## config.mk

```make
export PLATFORM = sky130hd
export DESIGN_NAME = lsu_stage
export DESIGN_NICKNAME = d
export VERILOG_FILES = /design/src/rtl/lsu_stage_pkg.sv /design/src/rtl/lsu_stage_align.sv /design/src/rtl/lsu_stage.sv
export SDC_FILE = /design/constraint.sdc
export NUM_CORES = 1
export LEC_CHECK = 0
export CAP_MARGIN = 20
export CORE_ASPECT_RATIO = 0.7
export CORE_MARGIN = 3
export CORE_UTILIZATION = 30
export CTS_BUF_LIST = sky130_fd_sc_hd__clkbuf_16
export DETAILED_ROUTE_END_ITERATION = 7
export GPL_ROUTABILITY_DRIVEN = 0
export SYNTH_ARGS = -nofsm -noshare
export SYNTH_HDL_FRONTEND = slang
export SYNTH_SLANG_ARGS = --single-unit
```

## constraint.sdc

```tcl
create_clock -name clk -period 2.16 [get_ports clk]
set_input_delay 0.216 -clock clk [delete_from_list [all_inputs] [get_ports clk]]
set_output_delay 0.216 -clock clk [all_outputs]
set_load 0.005 [all_outputs]
```

## src/rtl/lsu_stage_pkg.sv

```systemverilog
// Shared definitions for the load/store stage: opcodes, access sizes,
// exception codes, FSM state encoding and a size-to-offset-mask helper.
package lsu_stage_pkg;

  localparam logic [4:0] OP_LOAD  = 5'b00000;
  localparam logic [4:0] OP_STORE = 5'b01000;

  localparam logic [1:0] SZ_BYTE   = 2'b00;
  localparam logic [1:0] SZ_HALF   = 2'b01;
  localparam logic [1:0] SZ_WORD   = 2'b10;
  localparam logic [1:0] SZ_DOUBLE = 2'b11;

  localparam logic [3:0] EXC_LD_MISALIGN = 4'd4;
  localparam logic [3:0] EXC_LD_FAULT    = 4'd5;
  localparam logic [3:0] EXC_ST_MISALIGN = 4'd6;
  localparam logic [3:0] EXC_ST_FAULT    = 4'd7;

  typedef enum logic [1:0] {
    ST_IDLE = 2'b00,
    ST_WAIT = 2'b01,
    ST_HOLD = 2'b10
  } lsu_state_e;

  // Address bits that must be zero for an access of the given size.
  function automatic logic [2:0] size_mask(input logic [1:0] size);
    case (size)
      SZ_BYTE:   size_mask = 3'b000;
      SZ_HALF:   size_mask = 3'b001;
      SZ_WORD:   size_mask = 3'b011;
      SZ_DOUBLE: size_mask = 3'b111;
      default:   size_mask = 3'b000;
    endcase
  endfunction

endpackage

```

## src/rtl/lsu_stage_align.sv

```systemverilog
// Byte-lane steering: store data shift, store byte enables, load lane
// extraction with sign/zero extension. Purely combinational.
module lsu_align
  import lsu_stage_pkg::*;
#(
  parameter int XLEN  = 32,
  parameter int NB    = XLEN / 8,
  parameter int OFF_W = $clog2(XLEN / 8)
) (
  input  logic [1:0]       st_size,
  input  logic [OFF_W-1:0] st_offset,
  input  logic [XLEN-1:0]  st_data,
  output logic [XLEN-1:0]  wr_data,
  output logic [NB-1:0]    byte_en,
  input  logic [1:0]       ld_size,
  input  logic [OFF_W-1:0] ld_offset,
  input  logic             ld_unsigned,
  input  logic [XLEN-1:0]  rd_data,
  output logic [XLEN-1:0]  ld_data
);

  logic [NB-1:0]   be_base_s;
  logic [XLEN-1:0] ld_shift_s;

  // Store path: move data and lane mask up to the addressed byte.
  always_comb begin
    wr_data = st_data << {st_offset, 3'b000};
    case (st_size)
      SZ_BYTE:   be_base_s = NB'(8'h01);
      SZ_HALF:   be_base_s = NB'(8'h03);
      SZ_WORD:   be_base_s = NB'(8'h0F);
      SZ_DOUBLE: be_base_s = NB'(8'hFF);
      default:   be_base_s = NB'(8'h00);
    endcase
    byte_en = be_base_s << st_offset;
  end

  // Load path: bring the addressed lane down to bit 0, then extend.
  always_comb begin
    ld_shift_s = rd_data >> {ld_offset, 3'b000};
    case (ld_size)
      SZ_BYTE: ld_data = ld_unsigned ? XLEN'(ld_shift_s[7:0])
                                     : XLEN'($signed(ld_shift_s[7:0]));
      SZ_HALF: ld_data = ld_unsigned ? XLEN'(ld_shift_s[15:0])
                                     : XLEN'($signed(ld_shift_s[15:0]));
      SZ_WORD: ld_data = ld_unsigned ? XLEN'(ld_shift_s[31:0])
                                     : XLEN'($signed(ld_shift_s[31:0]));
      default: ld_data = ld_shift_s;
    endcase
  end

endmodule

```

## src/rtl/lsu_stage.sv

```systemverilog
// Load/store pipeline stage with request/ready memory handshake, a hold
// buffer for downstream stalls and an access timeout fault.
// Build option: define LSU_MISALIGN_EX_EN to trap misaligned accesses
// (codes 4/6) instead of silently aligning them down.
module lsu_stage
  import lsu_stage_pkg::*;
#(
  parameter int XLEN       = 32,
  parameter int ADDR_W     = 32,
  parameter int REG_ADDR_W = 5,
  parameter int EX_W       = 4,
  parameter int TIMEOUT    = 16
) (
  input  logic                  clk,
  input  logic                  reset,
  input  logic                  flush,
  input  logic                  stall_in,
  input  logic                  pipeline_in_valid,
  input  logic [4:0]            opcode_in,
  input  logic [2:0]            funct_in,
  input  logic                  nop_instr_in,
  input  logic [EX_W-1:0]       exception_in,
  input  logic                  exception_in_valid,
  input  logic [XLEN-1:0]       result_in,
  input  logic [ADDR_W-1:0]     addr,
  input  logic [REG_ADDR_W-1:0] rd_addr_in,
  output logic                  pipeline_out_valid,
  output logic                  nop_instr_out,
  output logic [XLEN-1:0]       result_out,
  output logic [REG_ADDR_W-1:0] rd_addr_out,
  output logic [EX_W-1:0]       exception_out,
  output logic                  exception_out_valid,
  output logic                  stall_out,
  output logic [ADDR_W-1:0]     mem_addr,
  output logic [XLEN-1:0]       mem_wr_data,
  output logic [XLEN/8-1:0]     mem_byte_en,
  output logic                  mem_wr_enable,
  output logic                  mem_rd_enable,
  input  logic [XLEN-1:0]       mem_rd_data,
  input  logic                  mem_ready
);

  localparam int NB    = XLEN / 8;
  localparam int OFF_W = $clog2(NB);
  localparam int CNT_W = $clog2(TIMEOUT + 1);

  lsu_state_e state_r, next_state_s;

  logic                  is_load_s, is_store_s, mem_op_s, illegal_s;
  logic                  local_ex_s, go_mem_s, done_s, timeout_s;
  logic [1:0]            size_s;
  logic [OFF_W-1:0]      mask_s, eff_off_s;
  logic [XLEN-1:0]       st_data_s, ld_data_s;
  logic [NB-1:0]         be_s;
  logic [EX_W-1:0]       mis_code_s;
  logic [XLEN-1:0]       resp_result_s;
  logic [EX_W-1:0]       resp_ex_s;
  logic                  resp_ex_valid_s;

  logic                  req_load_r, uns_r;
  logic [1:0]            size_r;
  logic [OFF_W-1:0]      off_r;
  logic [REG_ADDR_W-1:0] rd_r;
  logic [CNT_W-1:0]      cnt_r;
  logic [XLEN-1:0]       hold_result_r;
  logic [EX_W-1:0]       hold_ex_r;
  logic                  hold_ex_valid_r;

  lsu_align #(.XLEN(XLEN), .NB(NB), .OFF_W(OFF_W)) u_align (
    .st_size    (size_s),
    .st_offset  (eff_off_s),
    .st_data    (result_in),
    .wr_data    (st_data_s),
    .byte_en    (be_s),
    .ld_size    (size_r),
    .ld_offset  (off_r),
    .ld_unsigned(uns_r),
    .rd_data    (mem_rd_data),
    .ld_data    (ld_data_s)
  );

  // Decode the incoming op: access type, legality, alignment, lane offset.
  always_comb begin
    is_load_s  = (opcode_in == OP_LOAD);
    is_store_s = (opcode_in == OP_STORE);
    mem_op_s   = pipeline_in_valid && !nop_instr_in && (is_load_s || is_store_s);
    size_s     = funct_in[1:0];
    mask_s     = OFF_W'(size_mask(size_s));
    if (size_s == SZ_DOUBLE) begin
      illegal_s = (XLEN == 32) || funct_in[2];
    end else begin
      illegal_s = is_store_s && funct_in[2];
    end
`ifdef LSU_MISALIGN_EX_EN
    eff_off_s  = addr[OFF_W-1:0];
    local_ex_s = illegal_s || ((addr[OFF_W-1:0] & mask_s) != {OFF_W{1'b0}});
`else
    eff_off_s  = addr[OFF_W-1:0] & ~mask_s;
    local_ex_s = illegal_s;
`endif
    go_mem_s   = mem_op_s && !exception_in_valid && !local_ex_s;
    mis_code_s = is_load_s ? EX_W'(EXC_LD_MISALIGN) : EX_W'(EXC_ST_MISALIGN);
  end

  // Completion of the outstanding access; mem_ready beats the timeout.
  always_comb begin
    done_s          = (state_r == ST_WAIT) && mem_ready;
    timeout_s       = (state_r == ST_WAIT) && !mem_ready && (cnt_r == CNT_W'(TIMEOUT - 1));
    resp_result_s   = (req_load_r && done_s) ? ld_data_s : {XLEN{1'b0}};
    resp_ex_valid_s = timeout_s;
    if (timeout_s) begin
      resp_ex_s = req_load_r ? EX_W'(EXC_LD_FAULT) : EX_W'(EXC_ST_FAULT);
    end else begin
      resp_ex_s = {EX_W{1'b0}};
    end
  end

  // State register.
  always_ff @(posedge clk) begin
    if (reset) state_r <= ST_IDLE;
    else       state_r <= next_state_s;
  end

  // Next-state selection.
  always_comb begin
    next_state_s = state_r;
    if (flush) begin
      next_state_s = ST_IDLE;
    end else begin
      case (state_r)
        ST_IDLE: next_state_s = (!stall_in && go_mem_s) ? ST_WAIT : ST_IDLE;
        ST_WAIT: begin
          if (done_s || timeout_s) next_state_s = stall_in ? ST_HOLD : ST_IDLE;
          else                     next_state_s = ST_WAIT;
        end
        ST_HOLD: next_state_s = stall_in ? ST_HOLD : ST_IDLE;
        default: next_state_s = ST_IDLE;
      endcase
    end
  end

  // Upstream hold: busy with memory, or about to start an access.
  always_comb begin
    if (state_r != ST_IDLE) stall_out = 1'b1;
    else                    stall_out = go_mem_s;
  end

  // Datapath and registered outputs. A flush only drops the bus enables;
  // a store already acknowledged by mem_ready is complete in memory.
  always_ff @(posedge clk) begin
    if (reset) begin
      pipeline_out_valid  <= 1'b0;
      nop_instr_out       <= 1'b0;
      result_out          <= {XLEN{1'b0}};
      rd_addr_out         <= {REG_ADDR_W{1'b0}};
      exception_out       <= {EX_W{1'b0}};
      exception_out_valid <= 1'b0;
      mem_addr            <= {ADDR_W{1'b0}};
      mem_wr_data         <= {XLEN{1'b0}};
      mem_byte_en         <= {NB{1'b0}};
      mem_wr_enable       <= 1'b0;
      mem_rd_enable       <= 1'b0;
      req_load_r          <= 1'b0;
      uns_r               <= 1'b0;
      size_r              <= 2'b00;
      off_r               <= {OFF_W{1'b0}};
      rd_r                <= {REG_ADDR_W{1'b0}};
      cnt_r               <= {CNT_W{1'b0}};
      hold_result_r       <= {XLEN{1'b0}};
      hold_ex_r           <= {EX_W{1'b0}};
      hold_ex_valid_r     <= 1'b0;
    end else if (flush) begin
      pipeline_out_valid  <= 1'b0;
      exception_out_valid <= 1'b0;
      mem_wr_enable       <= 1'b0;
      mem_rd_enable       <= 1'b0;
      cnt_r               <= {CNT_W{1'b0}};
    end else begin
      case (state_r)
        ST_IDLE: begin
          if (!stall_in && pipeline_in_valid) begin
            pipeline_out_valid <= !go_mem_s;
            nop_instr_out      <= nop_instr_in;
            result_out         <= result_in;
            rd_addr_out        <= rd_addr_in;
            if (exception_in_valid) begin
              exception_out       <= exception_in;
              exception_out_valid <= 1'b1;
            end else if (mem_op_s && local_ex_s) begin
              exception_out       <= mis_code_s;
              exception_out_valid <= 1'b1;
            end else begin
              exception_out       <= {EX_W{1'b0}};
              exception_out_valid <= 1'b0;
            end
            if (go_mem_s) begin
              mem_addr      <= {addr[ADDR_W-1:OFF_W], {OFF_W{1'b0}}};
              mem_wr_data   <= is_store_s ? st_data_s : {XLEN{1'b0}};
              mem_byte_en   <= is_store_s ? be_s : {NB{1'b0}};
              mem_wr_enable <= is_store_s;
              mem_rd_enable <= is_load_s;
              req_load_r    <= is_load_s;
              uns_r         <= funct_in[2];
              size_r        <= size_s;
              off_r         <= eff_off_s;
              rd_r          <= rd_addr_in;
              cnt_r         <= {CNT_W{1'b0}};
            end
          end else if (!stall_in) begin
            pipeline_out_valid  <= 1'b0;
            exception_out_valid <= 1'b0;
            nop_instr_out       <= 1'b0;
          end
        end
        ST_WAIT: begin
          if (done_s || timeout_s) begin
            mem_wr_enable <= 1'b0;
            mem_rd_enable <= 1'b0;
            cnt_r         <= {CNT_W{1'b0}};
            if (stall_in) begin
              hold_result_r   <= resp_result_s;
              hold_ex_r       <= resp_ex_s;
              hold_ex_valid_r <= resp_ex_valid_s;
            end else begin
              pipeline_out_valid  <= 1'b1;
              nop_instr_out       <= 1'b0;
              result_out          <= resp_result_s;
              rd_addr_out         <= rd_r;
              exception_out       <= resp_ex_s;
              exception_out_valid <= resp_ex_valid_s;
            end
          end else begin
            cnt_r <= cnt_r + CNT_W'(1);
          end
        end
        ST_HOLD: begin
          if (!stall_in) begin
            pipeline_out_valid  <= 1'b1;
            nop_instr_out       <= 1'b0;
            result_out          <= hold_result_r;
            rd_addr_out         <= rd_r;
            exception_out       <= hold_ex_r;
            exception_out_valid <= hold_ex_valid_r;
          end
        end
        default: begin
          mem_wr_enable <= 1'b0;
          mem_rd_enable <= 1'b0;
        end
      endcase
    end
  end

endmodule

```

## Yosys cells after proc, flatten, opt, wreduce, memory -nomap -nowiden

Index checks and enable logic that the tools add are counted.

| cells by class | value |
|---|---|
| multiplexer cells | 60 |
| bitwise gates (word level) | 4 |
| add/sub/neg operators | 1 |
| equal/unequal tests | 14 |
| shift operators | 3 |
| reduce and logical (&&, ||, !) cells | 38 |

Operators with widths:

| kind | count |
|---|---|
| $mux 32 | 8 |
| $pmux 32 s3 | 1 |
| $pmux 32 s2 | 1 |
| $shl 32x5->32 | 1 |
| $shr 32x5->32 | 1 |
| $mux 5 | 6 |
| $mux 4 | 6 |
| $pmux 4 s3 | 2 |
| $mux 1 | 21 |
| $reduce_and 4->1 | 4 |
| $pmux 1 s3 | 5 |
| $pmux 5 s3 | 1 |
| $logic_and 1x1->1 | 12 |
| $eq 5x4->1 const B | 2 |
| $pmux 5 s2 | 1 |
| $reduce_and 3->1 | 3 |
| $mux 2 | 4 |
| $ne 2x2->1 const B | 4 |
| $pmux 2 s4 | 1 |
| $eq 2x1->1 const B | 3 |
| $eq 2x2->1 const B | 3 |
| $logic_not 1->1 | 6 |
| $logic_not 2->1 | 3 |
| $mux 3 | 2 |
| 15 further kinds | 19 |

| storage, ports and cells | value |
|---|---|
| logic and storage cells | 141 |
| flip-flop bits (word level) | 167 |
| input port bits | 121 |

## Depth between registers and ports, before layout

| logic depth | value |
|---|---|
| word-level depth | 8 |
| gate-level depth with buffers | 10 |

## By module

From an unflattened synthesis, not the netlist that was laid out.

| second synthesis, totals | value |
|---|---|
| cell total of the unflattened synthesis | 991 |
| area, all modules | 8854.7 sq um |

Modules (own cells, without submodules):

| module | area each (sq um) | cells each | instances | sequential area each (sq um) |
|---|---|---|---|---|
| lsu_stage | 7543.5 | 799 | 1 | 3283.1 |
| lsu_align | 1311.3 | 192 | 1 | 0.0 |

## Worst setup path before layout

Ideal clock, no wire load.

| timing | value |
|---|---|
| kind | register -> register |
| start point | register cnt_r[0] |
| end point | register result_out[10] |
| data arrival time | 2.146 ns |
| library setup time | 0.091 ns |
| stages on the path, launching flop included | 9 |
| path slack | -0.077 ns |
| period minus slack after synthesis | 2.237 ns |
| data required time | 2.069 ns |
| path buffers | 1 |
| cells stage by stage | dfxtp_1 -> ha_1 -> and3_1 -> ha_1 -> nor3b_1 -> nor3_1 -> and2_1 -> clkbuf_1 -> a311oi_1 |

| between the ends | value |
|---|---|
| word-level cells in the longest chain between the ends | 5 |

RTL lines:

| element | RTL line | RTL |
|---|---|---|
| from (decl) | lsu_stage.sv:64 | `logic [CNT_W-1:0] cnt_r;` |
| from (signal assigned) | lsu_stage.sv:168 | `cnt_r <= {CNT_W{1'b0}};` |
| from (signal assigned) | lsu_stage.sv:177 | `cnt_r <= {CNT_W{1'b0}};` |
| from (signal assigned) | lsu_stage.sv:207 | `cnt_r <= {CNT_W{1'b0}};` |
| $eq 5x4->1 | lsu_stage.sv:108 | `timeout_s = (state_r == ST_WAIT) && !mem_ready && (cnt_r == CNT_W'(TIMEOUT - 1));` |
| $logic_and 1x1->1 | lsu_stage.sv:108 |  |
| $logic_or 1x1->1 | lsu_stage.sv:216 | `if (done_s \|\| timeout_s) begin` |
| $ne 2x1->1 (no line) | -- |  |
| $reduce_and 6->1 (no line) | -- |  |
| to (signal assigned) | lsu_stage.sv:154 | `result_out <= {XLEN{1'b0}};` |
| to (signal assigned) | lsu_stage.sv:227 | `result_out <= resp_result_s;` |
| to (signal assigned) | lsu_stage.sv:240 | `result_out <= hold_result_r;` |
| to (decl) | lsu_stage.sv:29 | `output logic [XLEN-1:0] result_out,` |

No other way between the ends.
A chain may end at the register's enable or synchronous reset.

## Worst setup path in the final report

| timing | value |
|---|---|
| start point | register state_r[1] |
| end point | register mem_wr_data[22] |

| between the ends | value |
|---|---|
| word-level cells in the longest chain between the ends | 2 |

RTL lines:

| element | RTL line | RTL |
|---|---|---|
| from (decl) | lsu_stage.sv:47 | `lsu_state_e state_r, next_state_s;` |
| from (signal assigned) | lsu_stage.sv:121 | `else state_r <= next_state_s;` |
| $logic_not 2->1 | lsu_stage.sv:179 | `case (state_r)` |
| $reduce_and 4->1 (no line) | -- |  |
| to (signal assigned) | lsu_stage.sv:159 | `mem_wr_data <= {XLEN{1'b0}};` |
| to (signal assigned) | lsu_stage.sv:198 | `mem_wr_data <= is_store_s ? st_data_s : {XLEN{1'b0}};` |
| to (decl) | lsu_stage.sv:35 | `output logic [XLEN-1:0] mem_wr_data,` |

No other way between the ends.

==> impl_metrics.yaml <==
routing:
  drc: 0
  drtAntennaViolNets: 0
  routed_via_density: 5.21
  vias: 8241
  wire_per_inst_um: 19.2
  drt_pass1_iterations: 5
  drt_iter0_markers: 701
  routed_wirelength_um: 30400
hold_path:
  hp-class: "input port to register"
  hold_depth: 4
  holdCritStartpoint: "reset"
clock_network:
  cts_root_buf: "clkbuf_16"
  h-tree-depth: 4
  clk_latency_ns: 0.43
  path_clk_slew_ns: 0.07
  cts_tree: "built"
  cts_buffers: 17
  clock_path_buffers: 2
  cts.sinks: 164
  hold_buffers: 0
synth:
  yosys_most_used_dff: "dfxtp_1"
  synth_edf_count: 0
  synthCells: 977
  ys_ff_latch: 164
  synth_area_um2: 7710
  ys.warnings.count: 0
  synth-seq-area-share: 0.426
  synthArstFlopShare: 0
  syn_avg_cell_area_um2: 7.89
  yosysUniqueCellTypes: 61
global_routing:
  antenna_found_initial: 0
  grt_start_max_net_pins: 61
  grt_pass1_vias: 7817
  grt_pass1_wl_um: 46100
  grt_util_all_layers: 0.213
  overflow: 0
cells_and_area:
  num-nets-final: 1372
  fin_util: 0.469
  area_delta_synth_final_pct: 51.9
  final_area_um2: 11700
  n_antenna_cell: 0
  final_layout_size_suffix_gt1_frac: 0.134
floorplanning:
  start_util: 0.309
  io_pins: 236
  row_count: 48
  fp.dieH_um: 140
  core_um2: 25000
  die-area_um2: 27700
  die_x_um: 198
critical_path:
  crit_type: "register to register"
  start_kind: "register"
  critPathRequiredTime_ns: 2.47
  critPathMaxStageDelay_ns: 0.35
  slowest_stage: "dfxtp_1"
  crit_chain: "inv_2, ha_4, nor4bb_2, buf_4, nand3_2, nor3b_4, buf_6, nor2_2, buf_12, a22o_1"
  cp_num_cells: 10
  critPathMaxFanout: 16
  r2r_start: "state_r[1]"
  cp-end-kind: "register"
  cp_top_family: "simple AND/OR/NAND/NOR gates"
  critPathLaunch: "state_r[1]"
  worst-path-buf-inv: 4
  r2r_setup_slack_ns: 0.05
  worstPathArrival_ns: 2.43
  reg2reg_depth: 10
timing:
  hold_violations: 0
  worstMarginPinSlew_ns: 0.661
  slew-limit-headroom: 0.559
  setup_viol: 0
  fin_skew_ns: 0.00882
  drv_slew: 0
  min_period_over_period: 0.979
  min_period_ns: 2.11
  final.setup.worst_slack_ns: 0.0452
  fmax_ghz: 0.473
power_and_ir_drop:
  power.total_mw: 6.75
  ir_worst_vdd_uv: 517
  powerDensity_nw_per_um2: 576
  p_leak_nw: 4.10
place:
  io_buffers: 233
  hpwl_um: 22400
  placed_area_um2: 10900
  post-place-ws_ns: -0.122
outcome:
  status: "completed"
job:
  maxCapViolCount: 0
routing by layer:
layer	global-route usage	wire length (um)	up-vias	share of wire
li1	-	-	3966	-
met1	0.307	14200	3929	0.47
met2	0.312	12900	328	0.42
met3	0.0707	3000	18	0.099
met4	0.0421	306	0	0.010
met5	0	0	-	0
state kept, by name, summed over array words and instances (netlist names), 2 cells and up:
signal,count
exception_out,4
size_r,2
mem_addr,30
cnt_r,5
rd_r,5
hold_result_r,32
hold_ex_r,2
off_r,2
mem_wr_data,32
mem_byte_en,4
state_r,2
rd_addr_out,5
result_out,32
worst paths after layout:
kind / end
setup reg to reg: mem_wr_data[22]
setup / recovery: mem_wr_data[22]
hold reg to reg: result_out[1]
hold / removal: cnt_r[1]
kinds of logic (layout without fill, tap and decap cells):
family | count (synthesis) | after routing | synth area share
AND/OR/NAND/NOR | 398 | 398 | 0.226
adder cells (fa/ha/maj) | 6 | 6 | 0.00973
other | 1 | 2 | 0.000486
AO/OA/AOI/OAI | 276 | 276 | 0.229
multiplexers | 47 | 47 | 0.0638
flip-flops | 164 | 164 | 0.426
XOR/XNOR | 1 | 1 | 0.00114
buffers and inverters | 84 | 363 | 0.0448
power by group:
part	internal, mW	switching [mW]	total, mW
Clock	1.67	1.25	2.93
Sequential	3.06	0.0205	3.08
Combinational	0.399	0.348	0.748
Total	5.13	1.62	6.75
cell type report:
| cell class | count | area [um^2] |
|---|---|---|
| clock inverter | 14 | 125 |
| tap | 325 | 407 |
| inverter | 6 | 22.5 |
| clock buffer | 17 | 425 |
| timing repair buffer | 326 | 3230 |
| multi-input combinational | 730 | 4220 |
| sequential | 164 | 3290 |
| fill | 2419 | 13300 |
Yosys cell counts (all sizes together), types with 2 or more instances:
library cell  instances  area [um^2]
a211oi               34          260
o211ai                9         67.6
nand2b                3         18.8
o21ai                56          280
nand3b                2         15.0
nand4                 3         18.8
a311oi               13          114
and3                 11         68.8
a22oi                 9         67.6
clkbuf               52          195
dfxtp               164         3280
nor2b                12         75.1
and2                  3         18.8
or2                   3         18.8
nor3                 17         85.1
nand2               236          886
mux2                 17          191
nor2                 75          282
o221ai                8         70.1
a22o                 16          140
nor3b                 5         47.5
buf                  26          128
ha                    6         75.1
nor4                  6         67.6
or3                   2         12.5
mux2i                30          300
nand3                15         80.1
o22ai                 2         12.5
a311o                 8         80.1
inv                   6         22.5
a2bb2oi               2         17.5
a21oi               105          529
worst min-delay path, stage by stage:
cell and delay [ns]:
buf_4 0.11, or2_2 0.11, buf_4 0.15, a21oi_1 0.05
layout by cell type, fill, tap and decap left out, types with 14 or more instances in the layout:
cell and n:
a211oi_1 32, a21oi_1 103, a22o_1 16, buf_12 14, buf_4 76, clkbuf_16 18
clkdlybuf4s50_1 230, dfxtp_1 162, mux2_2 17, mux2i_1 30, nand2_1 235, nor2_1 74
nor3_1 16, o21ai_0 52
per-stage QoR:
step / TNS [ns] / hold WS, ns / std cells
floorplan: 0 / 0.352 / 978
global placement: -2.62 / 0.437 / 1542
detailed placement: -2.43 / 0.439 / 1542
CTS: -1.21 / 0.236 / 1573
global route: -0.616 / 0.262 / 1582
finish: 0 / 0.253 / 1582
timing repair:
action	CTS	global route
pin swaps	1	8
setup endpoints to repair	29	140
cloned	0	2
resized for setup	6	29
buffers inserted	0	8
Power figures use the tool's default switching activity.
